## src/rtl/wallace_mult_pipe.sv

```systemverilog
// Three-stage pipelined WIDTH x WIDTH Wallace-tree multiplier with a Kogge-Stone final adder,
// valid/ready flow control and a sideband tag. Define WALLACE_SIGNED_EN for Baugh-Wooley signed mode.
module wallace_mult_pipe #(
  parameter int WIDTH = 8,
  parameter int TAG_W = 4
) (
  input  logic               clk,
  input  logic               rst,
  input  logic               in_valid,
  output logic               in_ready,
  input  logic [WIDTH-1:0]   in_a,
  input  logic [WIDTH-1:0]   in_b,
  input  logic               in_signed,
  input  logic [TAG_W-1:0]   in_tag,
  output logic               out_valid,
  input  logic               out_ready,
  output logic [2*WIDTH-1:0] out_prod,
  output logic [TAG_W-1:0]   out_tag
);

  localparam int NCOL = 2 * WIDTH;
  localparam int MAXH = WIDTH + 2;  // tallest column plus room for the Baugh-Wooley constants
  localparam int NLVL = 2 * WIDTH;  // loose bound on reduction depth; idle levels do nothing

  // Pipeline occupancy and advance chain: a stage moves when its successor is empty or moving.
  logic v1, v2, v3;
  logic adv1, adv2, adv3;

  assign adv3     = out_ready;
  assign adv2     = !v3 || adv3;
  assign adv1     = !v2 || adv2;
  assign in_ready = !v1 || adv1;

  // ---------------------------------------------------------------- S1: operand capture
  logic [WIDTH-1:0] s1_a, s1_b;
  logic [TAG_W-1:0] s1_tag;
`ifdef WALLACE_SIGNED_EN
  logic             s1_sgn;
`else
  logic             unused_signed;
  assign unused_signed = in_signed;
`endif

  always_ff @(posedge clk) begin
    // NOTE: state is updated with non-blocking assignments so every stage reads pre-edge values.
    // NOTE: data registers are cleared along with the valid bits so the outputs never carry X.
    if (rst) begin
      v1     <= 1'b0;
      s1_a   <= '0;
      s1_b   <= '0;
      s1_tag <= '0;
`ifdef WALLACE_SIGNED_EN
      s1_sgn <= 1'b0;
`endif
    end else if (in_ready) begin
      v1 <= in_valid;
      if (in_valid) begin
        s1_a   <= in_a;
        s1_b   <= in_b;
        s1_tag <= in_tag;
`ifdef WALLACE_SIGNED_EN
        s1_sgn <= in_signed;
`endif
      end
    end
  end

  // ---------------------------------------------------------------- S2: partial products + Wallace tree
  logic [NCOL-1:0] red_sum, red_carry;

  always_comb begin : wallace_tree
    logic [MAXH-1:0] col [NCOL];
    logic [MAXH-1:0] nxt [NCOL];
    int              ht  [NCOL];
    int              nht [NCOL];
    int              base;
    logic            pp, busy, x0, x1, x2;

    // NOTE: every local and output gets a default before any conditional write, so no latch is inferred.
    for (int c = 0; c < NCOL; c++) begin
      col[c] = '0;
      nxt[c] = '0;
      ht[c]  = 0;
      nht[c] = 0;
    end
    base      = 0;
    pp        = 1'b0;
    busy      = 1'b0;
    x0        = 1'b0;
    x1        = 1'b0;
    x2        = 1'b0;
    red_sum   = '0;
    red_carry = '0;

    for (int i = 0; i < WIDTH; i++) begin
      for (int j = 0; j < WIDTH; j++) begin
        pp = s1_a[j] & s1_b[i];
`ifdef WALLACE_SIGNED_EN
        // Baugh-Wooley: invert the row MSBs and the final row, the corner bit stays true.
        if (s1_sgn && ((i == WIDTH - 1) != (j == WIDTH - 1))) pp = ~pp;
`endif
        col[i+j][ht[i+j]] = pp;
        ht[i+j]           = ht[i+j] + 1;
      end
    end
`ifdef WALLACE_SIGNED_EN
    col[WIDTH][ht[WIDTH]]   = s1_sgn;
    ht[WIDTH]               = ht[WIDTH] + 1;
    col[NCOL-1][ht[NCOL-1]] = s1_sgn;
    ht[NCOL-1]              = ht[NCOL-1] + 1;
`endif

    // Each level compresses every column in parallel: triples through full adders,
    // a leftover pair through a half adder, a leftover single bit passes through.
    for (int l = 0; l < NLVL; l++) begin
      busy = 1'b0;
      for (int c = 0; c < NCOL; c++) begin
        if (ht[c] > 2) busy = 1'b1;
      end
      if (busy) begin
        for (int c = 0; c < NCOL; c++) begin
          nxt[c] = '0;
          nht[c] = 0;
        end
        for (int c = 0; c < NCOL; c++) begin
          base = (ht[c] / 3) * 3;
          for (int k = 0; k + 2 < MAXH; k += 3) begin
            if (k + 2 < ht[c]) begin
              x0 = col[c][k];
              x1 = col[c][k+1];
              x2 = col[c][k+2];
              nxt[c][nht[c]] = x0 ^ x1 ^ x2;
              nht[c]         = nht[c] + 1;
              if (c + 1 < NCOL) begin
                nxt[c+1][nht[c+1]] = (x0 & x1) | (x0 & x2) | (x1 & x2);
                nht[c+1]           = nht[c+1] + 1;
              end
            end
          end
          if (ht[c] - base == 2) begin
            x0 = col[c][base];
            x1 = col[c][base+1];
            nxt[c][nht[c]] = x0 ^ x1;
            nht[c]         = nht[c] + 1;
            if (c + 1 < NCOL) begin
              nxt[c+1][nht[c+1]] = x0 & x1;
              nht[c+1]           = nht[c+1] + 1;
            end
          end else if (ht[c] - base == 1) begin
            nxt[c][nht[c]] = col[c][base];
            nht[c]         = nht[c] + 1;
          end
        end
        col = nxt;
        ht  = nht;
      end
    end

    for (int c = 0; c < NCOL; c++) begin
      if (ht[c] > 0) red_sum[c]   = col[c][0];
      if (ht[c] > 1) red_carry[c] = col[c][1];
    end
  end

  logic [NCOL-1:0]  s2_sum, s2_carry;
  logic [TAG_W-1:0] s2_tag;

  always_ff @(posedge clk) begin
    if (rst) begin
      v2       <= 1'b0;
      s2_sum   <= '0;
      s2_carry <= '0;
      s2_tag   <= '0;
    end else if (adv1) begin
      v2 <= v1;
      if (v1) begin
        s2_sum   <= red_sum;
        s2_carry <= red_carry;
        s2_tag   <= s1_tag;
      end
    end
  end

  // ---------------------------------------------------------------- S3: Kogge-Stone carry-propagate adder
  logic [NCOL-1:0] ks_sum;

  always_comb begin : kogge_stone
    logic [NCOL-1:0] g, p, g_n, p_n;
    g   = s2_sum & s2_carry;
    p   = s2_sum ^ s2_carry;
    g_n = g;
    p_n = p;
    for (int d = 1; d < NCOL; d = d * 2) begin
      g_n = g;
      p_n = p;
      for (int i = d; i < NCOL; i++) begin
        g_n[i] = g[i] | (p[i] & g[i-d]);
        p_n[i] = p[i] & p[i-d];
      end
      g = g_n;
      p = p_n;
    end
    // Carry into bit i is the group generate of bits i-1..0; carry out of the top bit is dropped.
    ks_sum = (s2_sum ^ s2_carry) ^ {g[NCOL-2:0], 1'b0};
  end

  logic [NCOL-1:0]  s3_prod;
  logic [TAG_W-1:0] s3_tag;

  always_ff @(posedge clk) begin
    if (rst) begin
      v3      <= 1'b0;
      s3_prod <= '0;
      s3_tag  <= '0;
    end else if (adv2) begin
      v3 <= v2;
      if (v2) begin
        s3_prod <= ks_sum;
        s3_tag  <= s2_tag;
      end
    end
  end

  assign out_valid = v3;
  assign out_prod  = s3_prod;
  assign out_tag   = s3_tag;

endmodule

```

## config.mk

```make
export PLATFORM = sky130hd
export DESIGN_NAME = wallace_mult_pipe
export DESIGN_NICKNAME = d
export VERILOG_FILES = /design/src/rtl/wallace_mult_pipe.sv
export SDC_FILE = /design/constraint.sdc
export NUM_CORES = 1
export LEC_CHECK = 0
export CAP_MARGIN = 20
export CELL_PAD_IN_SITES_DETAIL_PLACEMENT = 0
export CELL_PAD_IN_SITES_GLOBAL_PLACEMENT = 2
export CORE_MARGIN = 5
export CORE_UTILIZATION = 34
export DETAILED_ROUTE_END_ITERATION = 6
export PLACE_DENSITY = 0.85
export SLEW_MARGIN = 20
export SYNTH_ARGS = -nofsm -noshare
export SYNTH_HDL_FRONTEND = slang
export SYNTH_SLANG_ARGS = --single-unit
```

## constraint.sdc

```tcl
create_clock -name clk -period 4.12 [get_ports clk]
set_clock_uncertainty 0.2 [all_clocks]
set_input_delay 0.412 -clock clk [delete_from_list [all_inputs] [get_ports clk]]
set_output_delay 0.412 -clock clk [all_outputs]
set_load 0.02 [all_outputs]
```

==> results.md <==
- Clock sinks: 74
- Hold Fails Final Rpt: 0
- Detailed-placement wirelength estimate: 7230 um
- Asr flop ratio synth: 0%
- Area growth syn-to-layout: 19.2%
- Max Fanout on Critical Path: 9
- Top FF cell, synth: dfxtp_1
- Largest net degree at the start of global routing: 48
- Cts-stage hold buffer count: 0
- DRC: 0
- Arrival @ worst endpoint: approximately 3200 ps
- Flip-flop and latch count after synthesis: 74
- Endpoints failing setup: 0
- HP Start: s2_tag[2]$_SDFFE_PP0P_
- Post-CTS Resized: 0
- First drt pass iteration count: 4
- Post-Synthesis Mean Instance Area: 8.23 um2
- Placed cell areas: approximately 0.0051 mm2
- Total routed wirelength: approximately 9700 um
- CTS buffer count: 9
- Slew Limit Fails: 0
- Wire length per cell: 12.8 um
- Post-DRT Antenna Nets: 0
- Post-route cell area: around 0.0054 mm2
- Post-synth top cells: nand2_1 (158), dfxtp_1 (74), a21oi_1 (68)
- FF-to-FF Start: s1_b[0]$_SDFFE_PP0P_
- Rel. slew slack: between 30% and 40%
- Final Critical Period: 3160 ps
- Die height: between 100 and 150 um
- Clock Path Buffers: 2
- Max IR drop VDD: ~0.19 mV
- Port Buffers: between 40 and 50
- Final Net Count: 669
- Initial Util: between 30% and 40%
- Mapped Nets: 644
- Area of the multi-input gates: roughly 0.0027 mm2
- Yosys top cell area share: 32.8%
- DIE WIDTH: ~130 um
- Synthesized area: 0.00452 mm2
- Cells after synthesis: about 550
- Final worst path period share: around three quarters
- N_diodes: 0
- EDFF count, synth: 0
- Share of cells above drive strength 1: 3.97%
- Synth cell types: 37
- Startpoint type of the worst setup path: flop
- Root buf cell: clkbuf_16
- Syn. warnings: 0
- Crit. Startpoint: s1_b[0]$_SDFFE_PP0P_
- GRT Util Overall: 13.2%
- Post-CTS setup buffer count: 0
- Iteration-0 DRC Markers: between 200 and 250
- Via/cell ratio: approximately 4.7
- Vias: ~3500
- Setup CP Type: reg2reg
- Global-route wire length before repair: 17300 um
- CP Capture Type: flop
- Most common cell in the netlist: nand2_1
- Register area share after synthesis: between 30 and 40%
- Core region area: 0.0131 mm2
- Antenna violations before repair: 0
- CTS tree: built
- Worst EP required: between 4000 and 5000 ps
- Grt ovf: 0
- Largest area contributor in the netlist: dfxtp_1
- Row cnt: 42
- Max cap viols: 0
- Vias in the first global route: between 3000 and 4000
- RePlAce Congestion: around 0.8
- Clock slew at reported path FFs: about 70 ps
- RSZ-0062 raised after global routing: no
- DIE AREA: 0.0157 mm2
- H-Tree Depth: 3
- Synth area leaders: dfxtp_1 (33%), fa_1 (17%), nand2_1 (13%)
- Pleak: roughly 0.0022 uW
- Register area: ~0.0015 mm2
- Status: complete, no violations
- Post-route setup TNS: 0 ps
- Worst min path class: reg2reg
- Pwr per Cell Area: about 320 mW/mm2
- Ports: 47
- Fill count: about 1400
- Worst skew pair latency: approximately 330 ps
- Fmax: roughly 320 MHz
- Slew @ Worst Pin: 1040 ps
layer usage:
layer  vias to the layer above  track usage [%]  share of wire, %
li1                       1808                -                 -
met5                         -                0                 0
met3                        11             2.81               3.1
met2                        57             19.2                42
met4                         0             3.89               1.3
met1                      1638             19.7                53
sequential cells by signal, indices dropped and copies added (netlist names), 4 cells and up:
register / flops
out_prod: 16
out_tag: 4
s1_a: 8
s1_b: 8
s1_tag: 4
s2_carry: 11
s2_sum: 16
s2_tag: 4
cell type report:
type	instances	share of cell area, %
flip-flops and latches	74	27.5
inverters	41	2.86
clock buffers	9	4.18
well taps	176	4.09
multi-input cells	399	50.9
repair buffers	49	8.83
clock inverters	7	1.58
power by group:
| group | leakage, uW | switching [uW] | total (uW) | internal [uW] |
|---|---|---|---|---|
| Clock | 0.000146 | 337 | 818 | 481 |
| Combinational | 0.00150 | 76.1 | 135 | 58.7 |
| Sequential | 0.000601 | 28.2 | 763 | 734 |
| Total | 0.00224 | 442 | 1720 | 1270 |
through the flow:
step / setup slack, ps / cells / hold slack [ps] / total power [uW] / util (%)
after floorplan: 1070 / 549 / 232 / 860 / -
final: 963 / 755 / 251 / 1720 / 41.0
after CTS: 963 / 755 / 255 / 1740 / 41.0
after detailed placement: 980 / 739 / 246 / 914 / 38.6
after global routing: 787 / 755 / 266 / 1800 / 41.0
after global placement: 997 / 739 / 243 / 913 / 38.6
logic make-up after synthesis:
| family | Yosys count | synth area share (%) |
|---|---|---|
| AOI/OAI and AO/OA | 98 | 12.2 |
| DFF | 74 | 32.8 |
| xor gates and xnor gates | 3 | 0.582 |
| adders and majority gates | 70 | 25.7 |
| buffers and inverters | 76 | 6.51 |
| and+or+nand+nor | 228 | 22.2 |
final timing paths:
path | slack [ps] | end | cells after the start
worst max-delay path | 960 | s2_carry[7]$_SDFFE_PP0P_ | 9
worst min-delay path | 250 | out_tag[2]$_SDFFE_PP0P_ | 2
worst max register to register | 960 | s2_carry[7]$_SDFFE_PP0P_ | 9
worst min register to register | 250 | out_tag[2]$_SDFFE_PP0P_ | 2
placed cells by master (no fill, tap or decap), types with 3 or more instances in the layout:
cell             instances
nand2_1                158
dfxtp_1                 74
a21oi_1                 68
clkdlybuf4s50_1         44
inv_1                   41
fa_1                    38
and2_1                  32
ha_1                    32
nor2_1                  12
clkbuf_16                9
nand3_1                  7
o21ai_0                  7
a211oi_1                 5
a21o_1                   4
buf_4                    4
nor2b_1                  3
nor3b_1                  3
nand3b_1                 3
worst max-delay path, stage by stage, from the launching register on:
cell and delay [ps]:
dfxtp_1 400, and2_1 220, fa_1 540, inv_1 50, fa_1 490, inv_1 50, fa_1 460, fa_1 520
nand2_1 50, a21oi_1 120
(Power assumes the default switching activity.)
